`src/rtl/rtc_bcd_serial.sv`:
```
// Serial BCD real-time clock (uPD4990-class): 4-bit command + 48-bit time shift register,
// calendar counter and TP pulse generator. Define RTC_TEST_MODE_EN to enable command F (test mode).
`timescale 1ns / 1ps

module rtc_bcd_serial #(
    parameter int unsigned TICK_DIV      = 8,
    parameter logic [47:0] INIT_TIME     = 48'h892424113000,
    parameter logic [3:0]  TP_RESET_MODE = 4'h4
) (
    input  logic CLK,
    input  logic RESET,
    input  logic CS,
    input  logic OE,
    input  logic SER_CLK,
    input  logic DATA_IN,
    input  logic STROBE,
    output logic DATA_OUT,
    output logic TP
);

    localparam int unsigned PW = (TICK_DIV > 1) ? $clog2(TICK_DIV) : 1;
    localparam logic [PW-1:0] PRESC_MAX = PW'(TICK_DIV - 1);

    typedef enum logic {OutHold, OutShift} out_mode_e;

    logic [2:0]    ser_clk_sync_q, strobe_sync_q;
    logic [1:0]    data_sync_q;
    logic          ser_edge, strobe_edge;
    logic [51:0]   sr_q, sr_d, sr_shift;
    logic [3:0]    cmd;
    logic [47:0]   time_q, time_d;
    logic [11:0]   sub_q, sub_d;
    logic [PW-1:0] presc_q, presc_d;
    out_mode_e     out_mode_q, out_mode_d;
    logic [3:0]    tp_mode_q, tp_mode_d;
    logic          ivl_run_q, ivl_run_d;
    logic [5:0]    ivl_cnt_q, ivl_cnt_d, ivl_half;
    logic          ivl_tp_q, ivl_tp_d;
    logic          tp_d, data_out_d;
    logic          tick, sec_carry, half_evt;
`ifdef RTC_TEST_MODE_EN
    logic          test_mode_q, test_mode_d;
`endif

    function automatic logic [7:0] bcd_inc(input logic [7:0] v);
        logic [7:0] r;
        if (v[3:0] == 4'd9) r = {v[7:4] + 4'd1, 4'd0};
        else                r = {v[7:4], v[3:0] + 4'd1};
        return r;
    endfunction

    function automatic logic [7:0] month_last(input logic [3:0] mon, input logic [7:0] yr);
        logic [4:0] m4;
        logic [7:0] r;
        // tens*10 = tens*2 (mod 4), so this sum has the same residue mod 4 as the year value
        m4 = {yr[7:4], 1'b0} + {1'b0, yr[3:0]};
        case (mon)
            4'd2:                     r = (m4[1:0] == 2'd0) ? 8'h29 : 8'h28;
            4'd4, 4'd6, 4'd9, 4'd11: r = 8'h30;
            default:                  r = 8'h31;
        endcase
        return r;
    endfunction

    function automatic logic [47:0] next_time(input logic [47:0] cur);
        logic [47:0] t;
        t = cur;
        if (t[7:0] != 8'h59) t[7:0] = bcd_inc(t[7:0]);
        else begin
            t[7:0] = 8'h00;
            if (t[15:8] != 8'h59) t[15:8] = bcd_inc(t[15:8]);
            else begin
                t[15:8] = 8'h00;
                if (t[23:16] != 8'h23) t[23:16] = bcd_inc(t[23:16]);
                else begin
                    t[23:16] = 8'h00;
                    t[35:32] = (t[35:32] == 4'd6) ? 4'd0 : t[35:32] + 4'd1;
                    if (t[31:24] != month_last(t[39:36], t[47:40])) begin
                        t[31:24] = bcd_inc(t[31:24]);
                    end else begin
                        t[31:24] = 8'h01;
                        if (t[39:36] != 4'd12) t[39:36] = t[39:36] + 4'd1;
                        else begin
                            t[39:36] = 4'd1;
                            t[47:40] = (t[47:40] == 8'h99) ? 8'h00 : bcd_inc(t[47:40]);
                        end
                    end
                end
            end
        end
        return t;
    endfunction

    assign ser_edge    = CS & ser_clk_sync_q[1] & ~ser_clk_sync_q[2];
    assign strobe_edge = CS & strobe_sync_q[1] & ~strobe_sync_q[2];
    assign sr_shift    = ser_edge ? {data_sync_q[1], sr_q[51:1]} : sr_q;
    assign cmd         = sr_shift[51:48];
    assign tick        = (presc_q == PRESC_MAX);
    assign half_evt    = tick && (sub_q[10:0] == 11'h7FF);
`ifdef RTC_TEST_MODE_EN
    assign sec_carry   = tick && (test_mode_q || (sub_q == 12'hFFF));
`else
    assign sec_carry   = tick && (sub_q == 12'hFFF);
`endif

    // Interval half period in half-second units (period 1/10/30/60 s)
    always_comb begin
        ivl_half = 6'd1;
        case (tp_mode_q[1:0])
            2'd0: ivl_half = 6'd1;
            2'd1: ivl_half = 6'd10;
            2'd2: ivl_half = 6'd30;
            2'd3: ivl_half = 6'd60;
        endcase
    end

    always_comb begin
        sr_d       = sr_shift;
        time_d     = time_q;
        sub_d      = sub_q;
        presc_d    = tick ? '0 : presc_q + PW'(1);
        out_mode_d = out_mode_q;
        tp_mode_d  = tp_mode_q;
        ivl_run_d  = ivl_run_q;
        ivl_cnt_d  = ivl_cnt_q;
        ivl_tp_d   = ivl_tp_q;
`ifdef RTC_TEST_MODE_EN
        test_mode_d = test_mode_q;
`endif

        if (tick) sub_d = sub_q + 12'd1;
        if (sec_carry) time_d = next_time(time_q);

        if (tp_mode_q[3] && ivl_run_q && half_evt) begin
            if (ivl_cnt_q == ivl_half - 6'd1) begin
                ivl_cnt_d = '0;
                ivl_tp_d  = ~ivl_tp_q;
            end else begin
                ivl_cnt_d = ivl_cnt_q + 6'd1;
            end
        end

        // Decode comes last so a time set overrides a coincident second carry
        if (strobe_edge) begin
            case (cmd)
                4'h0: out_mode_d = OutHold;
                4'h1: out_mode_d = OutShift;
                4'h2: begin
                    time_d    = sr_shift[47:0];
                    sub_d     = '0;
                    presc_d   = '0;
                    ivl_cnt_d = '0;
                end
                4'h3: begin
                    sr_d       = {sr_shift[51:48], time_q};
                    out_mode_d = OutShift;
                end
                4'h4, 4'h5, 4'h6, 4'h7: tp_mode_d = cmd;
                4'h8, 4'h9, 4'hA, 4'hB: begin
                    tp_mode_d = cmd;
                    ivl_cnt_d = '0;
                    ivl_tp_d  = 1'b0;
                end
                4'hC: ivl_cnt_d = '0;
                4'hD: ivl_run_d = 1'b1;
                4'hE: ivl_run_d = 1'b0;
                4'hF: ;
            endcase
`ifdef RTC_TEST_MODE_EN
            if (cmd == 4'hF)             test_mode_d = 1'b1;
            else if (cmd[3:2] == 2'b00)  test_mode_d = 1'b0;
`endif
        end
    end

    always_comb begin
        tp_d = ivl_tp_q;
        case (tp_mode_q)
            4'h4:    tp_d = sub_q[5];
            4'h5:    tp_d = sub_q[3];
            4'h6:    tp_d = sub_q[0];
            4'h7:    tp_d = sub_q[11];
            default: tp_d = ivl_tp_q;
        endcase
        data_out_d = 1'b1;
        if (OE) data_out_d = (out_mode_q == OutShift) ? sr_q[0] : sub_q[11];
    end

    always_ff @(posedge CLK) begin
        if (RESET) begin
            ser_clk_sync_q <= '0;
            strobe_sync_q  <= '0;
            data_sync_q    <= '0;
            sr_q           <= {4'h0, INIT_TIME};
            time_q         <= INIT_TIME;
            sub_q          <= '0;
            presc_q        <= '0;
            out_mode_q     <= OutHold;
            tp_mode_q      <= TP_RESET_MODE;
            ivl_run_q      <= 1'b1;
            ivl_cnt_q      <= '0;
            ivl_tp_q       <= 1'b0;
            TP             <= 1'b0;
            DATA_OUT       <= 1'b1;
`ifdef RTC_TEST_MODE_EN
            test_mode_q    <= 1'b0;
`endif
        end else begin
            ser_clk_sync_q <= {ser_clk_sync_q[1:0], SER_CLK};
            strobe_sync_q  <= {strobe_sync_q[1:0], STROBE};
            data_sync_q    <= {data_sync_q[0], DATA_IN};
            sr_q           <= sr_d;
            time_q         <= time_d;
            sub_q          <= sub_d;
            presc_q        <= presc_d;
            out_mode_q     <= out_mode_d;
            tp_mode_q      <= tp_mode_d;
            ivl_run_q      <= ivl_run_d;
            ivl_cnt_q      <= ivl_cnt_d;
            ivl_tp_q       <= ivl_tp_d;
            TP             <= tp_d;
            DATA_OUT       <= data_out_d;
`ifdef RTC_TEST_MODE_EN
            test_mode_q    <= test_mode_d;
`endif
        end
    end

endmodule

```
`config.mk`:
```
export PLATFORM = sky130hd
export DESIGN_NAME = rtc_bcd_serial
export DESIGN_NICKNAME = d
export VERILOG_FILES = /design/src/rtl/rtc_bcd_serial.sv
export SDC_FILE = /design/constraint.sdc
export NUM_CORES = 1
export LEC_CHECK = 0
export BUFFER_PORTS_ARGS = -buffer_cell sky130_fd_sc_hd__buf_2
export CORE_UTILIZATION = 45
export DETAILED_ROUTE_END_ITERATION = 16
export GPL_ROUTABILITY_DRIVEN = 0
export HOLD_SLACK_MARGIN = 0.08
export PLACE_DENSITY_LB_ADDON = 0.12
export SKIP_LAST_GASP = 1
export SYNTH_ARGS = -nofsm -noshare
export SYNTH_HDL_FRONTEND = slang
export SYNTH_SLANG_ARGS = --single-unit
export TNS_END_PERCENT = 20
```
`constraint.sdc`:
```
create_clock -name CLK -period 3.9 [get_ports CLK]
set_input_delay 0.78 -clock CLK [delete_from_list [all_inputs] [get_ports CLK]]
set_output_delay 0.78 -clock CLK [all_outputs]
set_load 0.01 [all_outputs]
```
==> flow_results.org <==
** Run status
- The run finished with clean final reports.

** Logic synthesis
- During synthesis, Yosys emitted a total of 0 warnings.
- Synthesis produced 822 cells.
- In this run, synthesis inferred 0 flip-flops with an integrated enable.
- In this run, distinct cell masters in the synthesized netlist total 70.
- Mean instance size in the synthesized netlist :: around 8.6 um^2
- Cell Area, Synth :: about 7000 um^2
- The number of nets handed over by synthesis was roughly 860.
- FF+latch count, synth :: around 140
- In the synthesized netlist the dominant register cell turns out to be dfxtp_1.
- Portion of the post-synthesis area used by sequential elements :: 0.390
- Of all flip-flops after synthesis, the portion carrying an async set or reset was 0.

** Floorplan
- The floorplan step defined a die boundary enclosing 16300 um^2.
- Core area :: about 15000 um^2
- Initial cell density of the core :: 0.463
- Pin placement for this block handled 9 I/O pins.
- The die is between 100 and 150 um tall.
- Width of the die :: about 130 um
- The floorplan has 45 rows.

** Worst setup path
- CP max stage delay :: approximately 0.67 ns
- Walking the worst path, the cells encountered are ha_1, ha_1, nand3_1, or4_1, or2_0, o41a_1, a221oi_2.
- The most numerous cell type found on the critical path is ha_1.
- Broken down by cell family, the worst path's largest delay share belongs to simple AND/OR/NAND/NOR gates.
- STA puts the critical path data required time at roughly 4.2 ns.
- The worst setup path is captured at a flop.
- Critical-path maximum fanout :: 14
- Counting both buffers and inverters, the worst setup path holds a total of 0.
- STA classifies the critical path startpoint as a flop.
- At the worst endpoint, the arrival time is about 3.5 ns.
- Critical path start-end classification :: reg2reg
- Worst-path cell with the longest stage delay :: or4_1

** Detailed routing
- After detailed routing, the average wire length per cell comes to 15.7 um.
- The final route contains 5883 vias.
- Average via count per standard cell :: between 5 and 6
- Drt pass-1 iters :: 5
- Once detail routing completed, the nets flagged for antenna violations numbered 0.
- After the first detailed-routing iteration, the DRC count stood at 324.
- After detailed routing, the number of remaining DRC violations is 0.
- After detailed routing, the total wire length is between 15000 and 20000 um.

** Clocking
- Post-CTS repair changed the size of 0 cells.
- Hold repair after CTS inserted 0 buffers.
- Deepest level of the CTS H-tree :: 4
- Counting the buffers created by CTS gives 17.
- Postcts setup bufs :: 0
- The root buffer cell chosen for the clock tree is clkbuf_16.
- Clock-pin slew was measured on the worst setup and hold paths at 0.06 ns.
- At the later pin of the worst-skew pair, clock insertion delay measures about 0.43 ns.
- Buffer levels on the longest clock path :: 2
- CTS tree :: built
- Clock Sink Count :: approximately 140

** Timing
- Max-slew headroom at the worst pin :: 0.356
- The final max-slew violation count came to 0.
- Setup repair after global routing missed its margin :: false
- Peak clock frequency supported by timing :: 322 MHz
- At the pin with the least slew margin, the transition time is 0.966 ns.
- The number of endpoints with negative hold slack in the final report was 0.
- In the finished design, the share of the clock period the worst path needs comes to 0.797.
- Setup violations remaining at the end of the flow were counted as 0.
- Worst clock skew on the final layout :: about 0.0099 ns
- Sum of negative setup slack :: 0 ns
- For the finished layout, the period the worst path requires is 3.11 ns.

** GRT
- The total overflow left after global routing is 0.
- The via count of the first global-routing pass was ~5600.
- Entering global routing, the biggest net connects 51 pins.
- Across every metal layer, demand over resource in global routing totals 0.212.
- The first global-routing pass estimated 27500 um of wire.
- The number of antenna violations at the first check in global routing was 0.

** Pwr
- The analysis attributes to cell leakage a power of about 3.2 nW.
- The worst-case IR drop observed on VDD is between 300 and 400 uV.
- Power per Cell Area :: just over 400 nW/um^2

** Cells and area
- Leading cell types in the layout, fill and taps excluded :: 138 x dfxtp_1, 98 x nor2_1, 77 x nand2_1
- 0 antenna diodes ended up in the layout.
- Filler cell count in the final layout :: roughly 1400
- Post-layout nets :: 840
- Area overhead of the layout relative to synthesis :: 11.5%
- At the end of the flow the core is filled with cells to 0.516.
- In the final layout, the share of cells above drive strength 1 is 0.0818.
- Most common cell after layout, fill and taps aside :: dfxtp_1

** Run
- Across the run, the number of max-cap violations was 0.

** Placed design
- PortBufs :: 8
- Post-detailed-placement half-perimeter wirelength :: between 10000 and 15000 um

** Hold path
- Worst hold-check path type :: reg2reg
power breakdown:
group          switching (mW)  total [mW]  internal, mW  leakage [nW]
combinational          0.0554      0.0868        0.0314          1.80
sequential            0.00888        1.43          1.43          1.12
clock                   0.611        1.68          1.07         0.298
cell usage after synthesis, drive strengths merged, types with 11 or more instances:
cell type  number  share of area
dfxtp         138           0.39
a21oi          25          0.018
nor2b          12          0.011
nor2           99          0.052
nor3           23          0.019
clkbuf         36          0.019
buf            17          0.012
o21ai          29          0.020
nand4          11          0.011
xor2           13          0.016
ha             27          0.048
nand2          77          0.041
nand3          25          0.018
inv            20          0.011
mux2i          60          0.085
a211oi         63          0.067
layout make-up:
class	count	area (um^2)	area share
Tap cell	211	264	0.0334
Sequential cell	138	2760	0.349
Clock inverter	10	140	0.0177
Timing Repair Buffer	18	128	0.0161
Clock buffer	22	484	0.0613
Multi-Input combinational cell	610	4050	0.512
Inverter	21	78.8	0.00997
routing by layer:
layer / wire length (um) / vias up / GRT usage / share of wire
li1: - / 2971 / - / -
met1: 8110 / 2811 / 0.281 / 0.50
met2: 7330 / 84 / 0.341 / 0.45
met3: 536 / 17 / 0.0406 / 0.033
met4: 222 / 0 / 0.0784 / 0.014
met5: 0 / - / 0 / 0
through the flow:
stage	total power, mW	setup slack (ns)	area [um^2]	hold slack, ns	std cells
floorplan	1.53	1.32	7090	0.404	822
global placement	1.55	0.707	7280	0.413	998
detailed placement	1.55	0.645	7280	0.428	998
CTS	3.24	0.786	7910	0.437	1030
global route	3.32	0.593	7910	0.463	1030
finish	3.20	0.793	7910	0.436	1030
registers in the layout, summed over array words and instances (netlist names):
| register | count |
|---|---|
| sr_q | 52 |
| time_q | 48 |
| sub_q | 12 |
| ivl_cnt_q | 6 |
| tp_mode_q | 4 |
| presc_q | 3 |
| ser_clk_sync_q | 3 |
| strobe_sync_q | 3 |
| data_sync_q | 2 |
| DATA_OUT | 1 |
| TP | 1 |
| ivl_run_q | 1 |
| ivl_tp_q | 1 |
| out_mode_q | 1 |
final timing paths:
| path | startpoint | endpoint | slack (ns) | depth (start not counted) |
|---|---|---|---|---|
| worst max-delay path | presc_q[0]$_SDFF_PP0_ | time_q[44]$_SDFF_PP0_ | 0.79 | 7 |
| worst min-delay path | presc_q[0]$_SDFF_PP0_ | presc_q[0]$_SDFF_PP0_ | 0.44 | 1 |
| worst max register to register | presc_q[0]$_SDFF_PP0_ | time_q[44]$_SDFF_PP0_ | 0.79 | 7 |
| worst min register to register | presc_q[0]$_SDFF_PP0_ | presc_q[0]$_SDFF_PP0_ | 0.44 | 1 |
cell families after synthesis:
| kind of cell | share of synthesized area |
|---|---|
| flip-flops | 0.390 |
| adder cells (fa/ha/maj) | 0.0476 |
| multiplexers | 0.0916 |
| XOR/XNOR | 0.0272 |
| AND/OR/NAND/NOR | 0.215 |
| AO/OA/AOI/OAI | 0.188 |
| buffers and inverters | 0.0418 |
No activity file was read; power rests on OpenSTA's default activity.
